--- config.mk ---
export PLATFORM = sky130hd
export DESIGN_NAME = wb_port_arbiter
export DESIGN_NICKNAME = d
export VERILOG_FILES = /design/src/rtl/wb_port_arbiter.sv
export SDC_FILE = /design/constraint.sdc
export NUM_CORES = 1
export LEC_CHECK = 0
export CAP_MARGIN = 20
export CELL_PAD_IN_SITES_DETAIL_PLACEMENT = 0
export CELL_PAD_IN_SITES_GLOBAL_PLACEMENT = 2
export CORE_MARGIN = 2
export CORE_UTILIZATION = 20
export DETAILED_ROUTE_END_ITERATION = 10
export MAX_ROUTING_LAYER = met4
export PLACE_DENSITY = 0.84
export SETUP_SLACK_MARGIN = 0.4
export SLEW_MARGIN = 10
export SYNTH_ARGS = -nofsm -noshare
export SYNTH_HDL_FRONTEND = slang
export SYNTH_SLANG_ARGS = --single-unit
--- constraint.sdc ---
create_clock -name CLK -period 1.72 [get_ports CLK]
set_clock_uncertainty 0.15 [all_clocks]
set_input_delay 0.43 -clock CLK [delete_from_list [all_inputs] [get_ports CLK]]
set_output_delay 0.43 -clock CLK [all_outputs]
set_load 0.01 [all_outputs]
--- src/rtl/wb_port_arbiter.sv ---
// wb_port_arbiter
//   Shares the single register-file write port between two writeback
//   requesters: A (ALU path) and B (multi-cycle load/mul path). Each cycle a
//   winner is picked round-robin; a winner may optionally lock the port for a
//   bounded burst of back-to-back writes. The winning address/data are
//   registered into the write-port pipeline stage one cycle after the grant.
//
// Ports
//   CLK              clock, rising edge
//   RST              asynchronous reset, active-low
//   Stall            register file busy; no grant while high
//   ReqA/ReqB        requester has a write pending
//   LockA/LockB      requester wants to keep ownership after this grant
//   AddrA/AddrB      destination register (AW bits)
//   DataA/DataB      write data (DW bits)
//   GntA/GntB        combinational grant; transfer accepted this cycle
//   Sel              external 2:1 address mux select (0 = AddrA, 1 = AddrB)
//   WE/WAddr/WData   registered write to the register file
//   dbg_state        current arbiter state (0 = IDLE, 1 = LOCK_A, 2 = LOCK_B)
//
// Handshake: Req acts as valid and Gnt as ready. A transfer happens in any
// cycle where Req and Gnt are both high; the requester holds Req, Lock, Addr
// and Data stable until it sees Gnt. Gnt depends only on state, Last, Stall,
// Req and reset, never on the downstream write stage.

module wb_port_arbiter #(
  parameter int DW       = 16,
  parameter int AW       = 3,
  parameter int MAXBURST = 4,
  parameter int CW       = 3
) (
  input  logic          CLK,
  input  logic          RST,
  input  logic          Stall,
  input  logic          ReqA,
  input  logic          LockA,
  input  logic [AW-1:0] AddrA,
  input  logic [DW-1:0] DataA,
  output logic          GntA,
  input  logic          ReqB,
  input  logic          LockB,
  input  logic [AW-1:0] AddrB,
  input  logic [DW-1:0] DataB,
  output logic          GntB,
  output logic          Sel,
  output logic          WE,
  output logic [AW-1:0] WAddr,
  output logic [DW-1:0] WData,
  output logic [1:0]    dbg_state
);

  typedef enum logic [1:0] {
    IDLE   = 2'd0,
    LOCK_A = 2'd1,
    LOCK_B = 2'd2
  } state_t;

  // A burst is complete once the grant being taken is the MAXBURST-th one,
  // i.e. when the count of grants already taken equals MAXBURST-1.
  localparam logic [CW-1:0] CNT_LAST = CW'(MAXBURST - 1);
  // With MAXBURST = 1 a single grant already exhausts the burst, so the lock
  // state is never entered.
  localparam bit CAN_LOCK = (MAXBURST > 1);

  state_t        state;
  logic [CW-1:0] cnt;
  logic          last;   // 0 = A won most recently, 1 = B
  logic          gnt_a;
  logic          gnt_b;

  always_comb begin
    gnt_a = 1'b0;
    gnt_b = 1'b0;
    if (RST && !Stall) begin
      case (state)
        IDLE: begin
          if (ReqA && ReqB) begin
            // Conflict goes to the side that did not win last time.
            gnt_a = last;
            gnt_b = !last;
          end else begin
            gnt_a = ReqA;
            gnt_b = ReqB;
          end
        end
        LOCK_A:  gnt_a = ReqA;
        LOCK_B:  gnt_b = ReqB;
        default: ;
      endcase
    end
  end

  assign GntA      = gnt_a;
  assign GntB      = gnt_b;
  assign Sel       = gnt_b;
  assign dbg_state = state;

  always_ff @(posedge CLK or negedge RST) begin
    if (!RST) begin
      state <= IDLE;
      cnt   <= '0;
      last  <= 1'b1;
      WE    <= 1'b0;
      WAddr <= '0;
      WData <= '0;
    end else begin
      WE <= gnt_a || gnt_b;
      if (gnt_a) begin
        WAddr <= AddrA;
        WData <= DataA;
        last  <= 1'b0;
      end else if (gnt_b) begin
        WAddr <= AddrB;
        WData <= DataB;
        last  <= 1'b1;
      end

      // A stalled cycle freezes state and count.
      if (!Stall) begin
        case (state)
          IDLE: begin
            if (gnt_a && LockA && CAN_LOCK) begin
              state <= LOCK_A;
              cnt   <= CW'(1);
            end else if (gnt_b && LockB && CAN_LOCK) begin
              state <= LOCK_B;
              cnt   <= CW'(1);
            end
          end
          LOCK_A: begin
            if (gnt_a) begin
              if (LockA && (cnt < CNT_LAST)) begin
                cnt <= cnt + 1'b1;
              end else begin
                state <= IDLE;
                cnt   <= '0;
              end
            end else if (!ReqA && !LockA) begin
              state <= IDLE;
              cnt   <= '0;
            end
          end
          LOCK_B: begin
            if (gnt_b) begin
              if (LockB && (cnt < CNT_LAST)) begin
                cnt <= cnt + 1'b1;
              end else begin
                state <= IDLE;
                cnt   <= '0;
              end
            end else if (!ReqB && !LockB) begin
              state <= IDLE;
              cnt   <= '0;
            end
          end
          default: begin
            state <= IDLE;
            cnt   <= '0;
          end
        endcase
      end
    end
  end

endmodule

==> reports/metrics.csv <==
stage,metric,value,unit
timing,Worst Tran Pin Value,0.3723,ns
yosys,Syn Nets,175,
cts,clock sinks,26,
cells_and_area,"commonest non-fill, non-tap cell in the layout",clkdlybuf4s50_1,
status,failing checks,setup timing,
pwr,Final Power,3.032,mW
flow_run,Max-Cap Viols,0,
yosys,register area share after synthesis,49.95,%
timing,final period utilization,108.3,%
yosys,area share of xor/xnor cells in the synthesized design,0,%
placement,gpl congestion,0.7506,
setup_path,CP max-delay cell,dfrtp_2,
setup_path,CP Class,register to output port,
pwr,Worst VDD drop,557.0,uV
yosys,Synth async-reset ratio,100.0,%
cts,Clock transition at path regs,0.09,ns
floorplanning,row count,29,
setup_path,Worst Path Required,1.14,ns
drt,initial drt markers,51,
yosys,Post-synth EDFFs,0,
timing,final worst slack,-0.1427,ns
yosys,portion of netlist area occupied by mux cells,15.34,%
floorplanning,DIE AREA,0.007187,mm2
timing,Slew headroom,75.18,%
cells_and_area,fillers,663,
cells_and_area,register area,653.1,um2
drt,Vias,1324,
cts,CTS tree,built,
cts,Num CTS Buffers,3,
yosys,Adder-Cell Fraction of Synth Area,0.9588,%
cells_and_area,nets,277,
cells_and_area,fin cells,307,
floorplanning,Initial Util,20.67,%
placement,placed insts,285,
timing,final hold violation count,0,
timing,RSZ-0062 raised after global routing,yes,
drt,First-pass DRT Iterations,5,
floorplanning,I/O pin cnt,70,
yosys,largest family of logic cells by synthesized area,compound AO/OA/AOI/OAI gates,
timing,f_max,536.8,MHz
setup_path,FF-to-FF End,dbg_state[0]$_DFFE_PN0P_,
grt,pin count of the biggest net entering global routing,41,
timing,Setup Total Neg Slack,-1.185,ns
placement,port buffer count,69,
grt,Total GRT Usage,10.62,%
floorplanning,core area,0.006314,mm2
cts,CTS Root Cell,clkbuf_8,
setup_path,startpoint types,register,
cells_and_area,most frequent cells in the layout,"38 x clkdlybuf4s50_1, 30 x buf_4, 24 x dfrtp_1",
grt,number of global-route vias before repair,1331,
yosys,top_reg_cell synth,dfrtp_1,
drt,Post-Route WL,3.853,mm
placement,Detailed Place HPWL,2.618,mm
cells_and_area,diode count,0,
floorplanning,Die Height,84.78,um
floorplanning,Die W,84.78,um
cts,Clock Path Buffers,2,
cells_and_area,area taken by multi-input logic gates,660.6,um2
timing,Final setup viols,26,
cts,Worst-Skew Late Latency,0.27,ns
status,outcome,finished with violations,
grt,first-pass GRT wire length,6.106,mm
drt,drt drc,0,
yosys,post-synthesis simple-gate area fraction,14.67,%
yosys,unique cell type count in the Yosys netlist,33,
yosys,Synth Warn #,0,
setup_path,CP arrival,1.28,ns
cells_and_area,share of cells above drive strength 1,34.35,%
setup_path,R2R setup slack,-0.14,ns
pwr,P_leak,1.150,nW
cells_and_area,Area Overhead vs Synth,80.63,%
cts,hold buffer count at cts,0,
pwr,pwr dens,1286,mW/mm2
setup_path,"Critical Path, Cell by Cell","buf_6, nor3b_4, nor3_4, buf_2",
drt,Vias/cell,4.313,
grt,initial antenna violation count,0,
drt,ANT nets after route,0,
yosys,Synth Instances,129,
cts,H-tree depth,1,
timing,Slew Limit Fails,0,
yosys,Post-Syn Area,0.001305,mm2
setup_path,worst-path fanout max,3,
timing,Final min period,1.863,ns
yosys,Seq cells post-synth,26,
yosys,complex-gate fraction of the synthesized area,15.44,%
hold_path,HP Class,primary input to asynchronous set/reset pin,
setup_path,R2R depth,6,
drt,wire per inst,12.55,um
setup_path,R2R Path Start,last$_DFFE_PN1P_,
setup_path,crit path capture type,output port,
yosys,syn avg cell area,10.12,um2
setup_path,critical path's largest stage delay,0.44,ns
grt,global route overflow,0,
-- report_power, final --
group          internal (mW)  switching (mW)  leakage, nW  total (mW)
combinational          0.886           0.673        0.801        1.56
sequential             0.896           0.180        0.320        1.08
clock                  0.204           0.191       0.0288       0.396
total                   1.99            1.04         1.15        3.03
-- layout make-up --
cell class	count	area share, %
Timing Repair Buffer	105	37.37
Tap cell	77	4.087
Multi-Input combinational cell	92	28.03
Inverter	3	0.4777
Sequential cell	26	27.71
Clock buffer	4	2.335
-- kinds of logic after synthesis --
| logic type | after synthesis |
|---|---|
| DFF | 26 |
| muxes | 20 |
| buffers and inverters | 11 |
| and+or+nand+nor | 37 |
| adders and majority gates | 1 |
| AOI/OAI and AO/OA | 34 |
-- sequential cells by signal, summed over array words and instances (netlist names) --
signal	count
cnt	3
dbg_state	2
last	1
WData	16
WAddr	3
WE	1
-- synthesized netlist by cell type, drive strengths merged (2+ instances only) --
| master | n | area share (%) |
|---|---|---|
| dfrtp | 25 | 48 |
| o21ai | 24 | 9.2 |
| nand2 | 21 | 6.2 |
| mux2i | 20 | 15 |
| clkbuf | 5 | 1.4 |
| buf | 3 | 1.3 |
| inv | 3 | 0.86 |
| nor2 | 3 | 0.86 |
| or3 | 3 | 1.8 |
| a21oi | 2 | 1.1 |
| nand3b | 2 | 1.2 |
| nand4b | 2 | 1.3 |
| nor3 | 2 | 0.77 |
-- worst max-delay path: cells and delay by family, from the launching register on --
family	cells	cell delay (ns)
AND/OR/NAND/NOR	2	0.30
flip-flops	1	0.44
buffers and inverters	2	0.27
-- metal layers --
metal | track usage (%) | wire length (um) | vias to the layer above
li1 | - | - | 658
met1 | 13.12 | 1749 | 622
met2 | 18.40 | 1871 | 44
met3 | 2.557 | 231 | 0
met4 | 0.8658 | 0 | 0
met5 | - | 0 | -
-- repair_timing --
item / 4_1_cts / 5_1_grt
setup buffers: 13 / 5
resized for setup: 127 / 5
pin swaps: 11 / 1
endpoints found under the setup margin: 51 / 51
-- metrics by stage --
stage / util [%] / hold slack (ns) / setup slack, ns / instance area (um2)
2_1_floorplan: - / -0.01559 / -0.1311 / 1334
3_3_place_gp: 34.90 / 0.3578 / -0.7966 / 2203
3_5_place_dp: 34.90 / 0.3600 / -0.8455 / 2203
4_1_cts: 36.44 / 0.2947 / -0.1376 / 2301
5_1_grt: 37.34 / 0.1942 / -0.1983 / 2357
6_report: 37.34 / 0.1552 / -0.1427 / 2357
-- worst max-delay path by stage --
stage / start / endpoint / slack (ns)
after floorplan: dbg_state[0]$_DFFE_PN0P_ / dbg_state[0]$_DFFE_PN0P_ / -0.13
after global placement: ReqB / GntA / -0.80
after detailed placement: ReqB / GntA / -0.85
after CTS: dbg_state[0]$_DFFE_PN0P_ / GntA / -0.14
after global routing: dbg_state[0]$_DFFE_PN0P_ / GntB / -0.20
final: dbg_state[0]$_DFFE_PN0P_ / GntA / -0.14
Note: power is estimated with default switching activity, not from simulation.
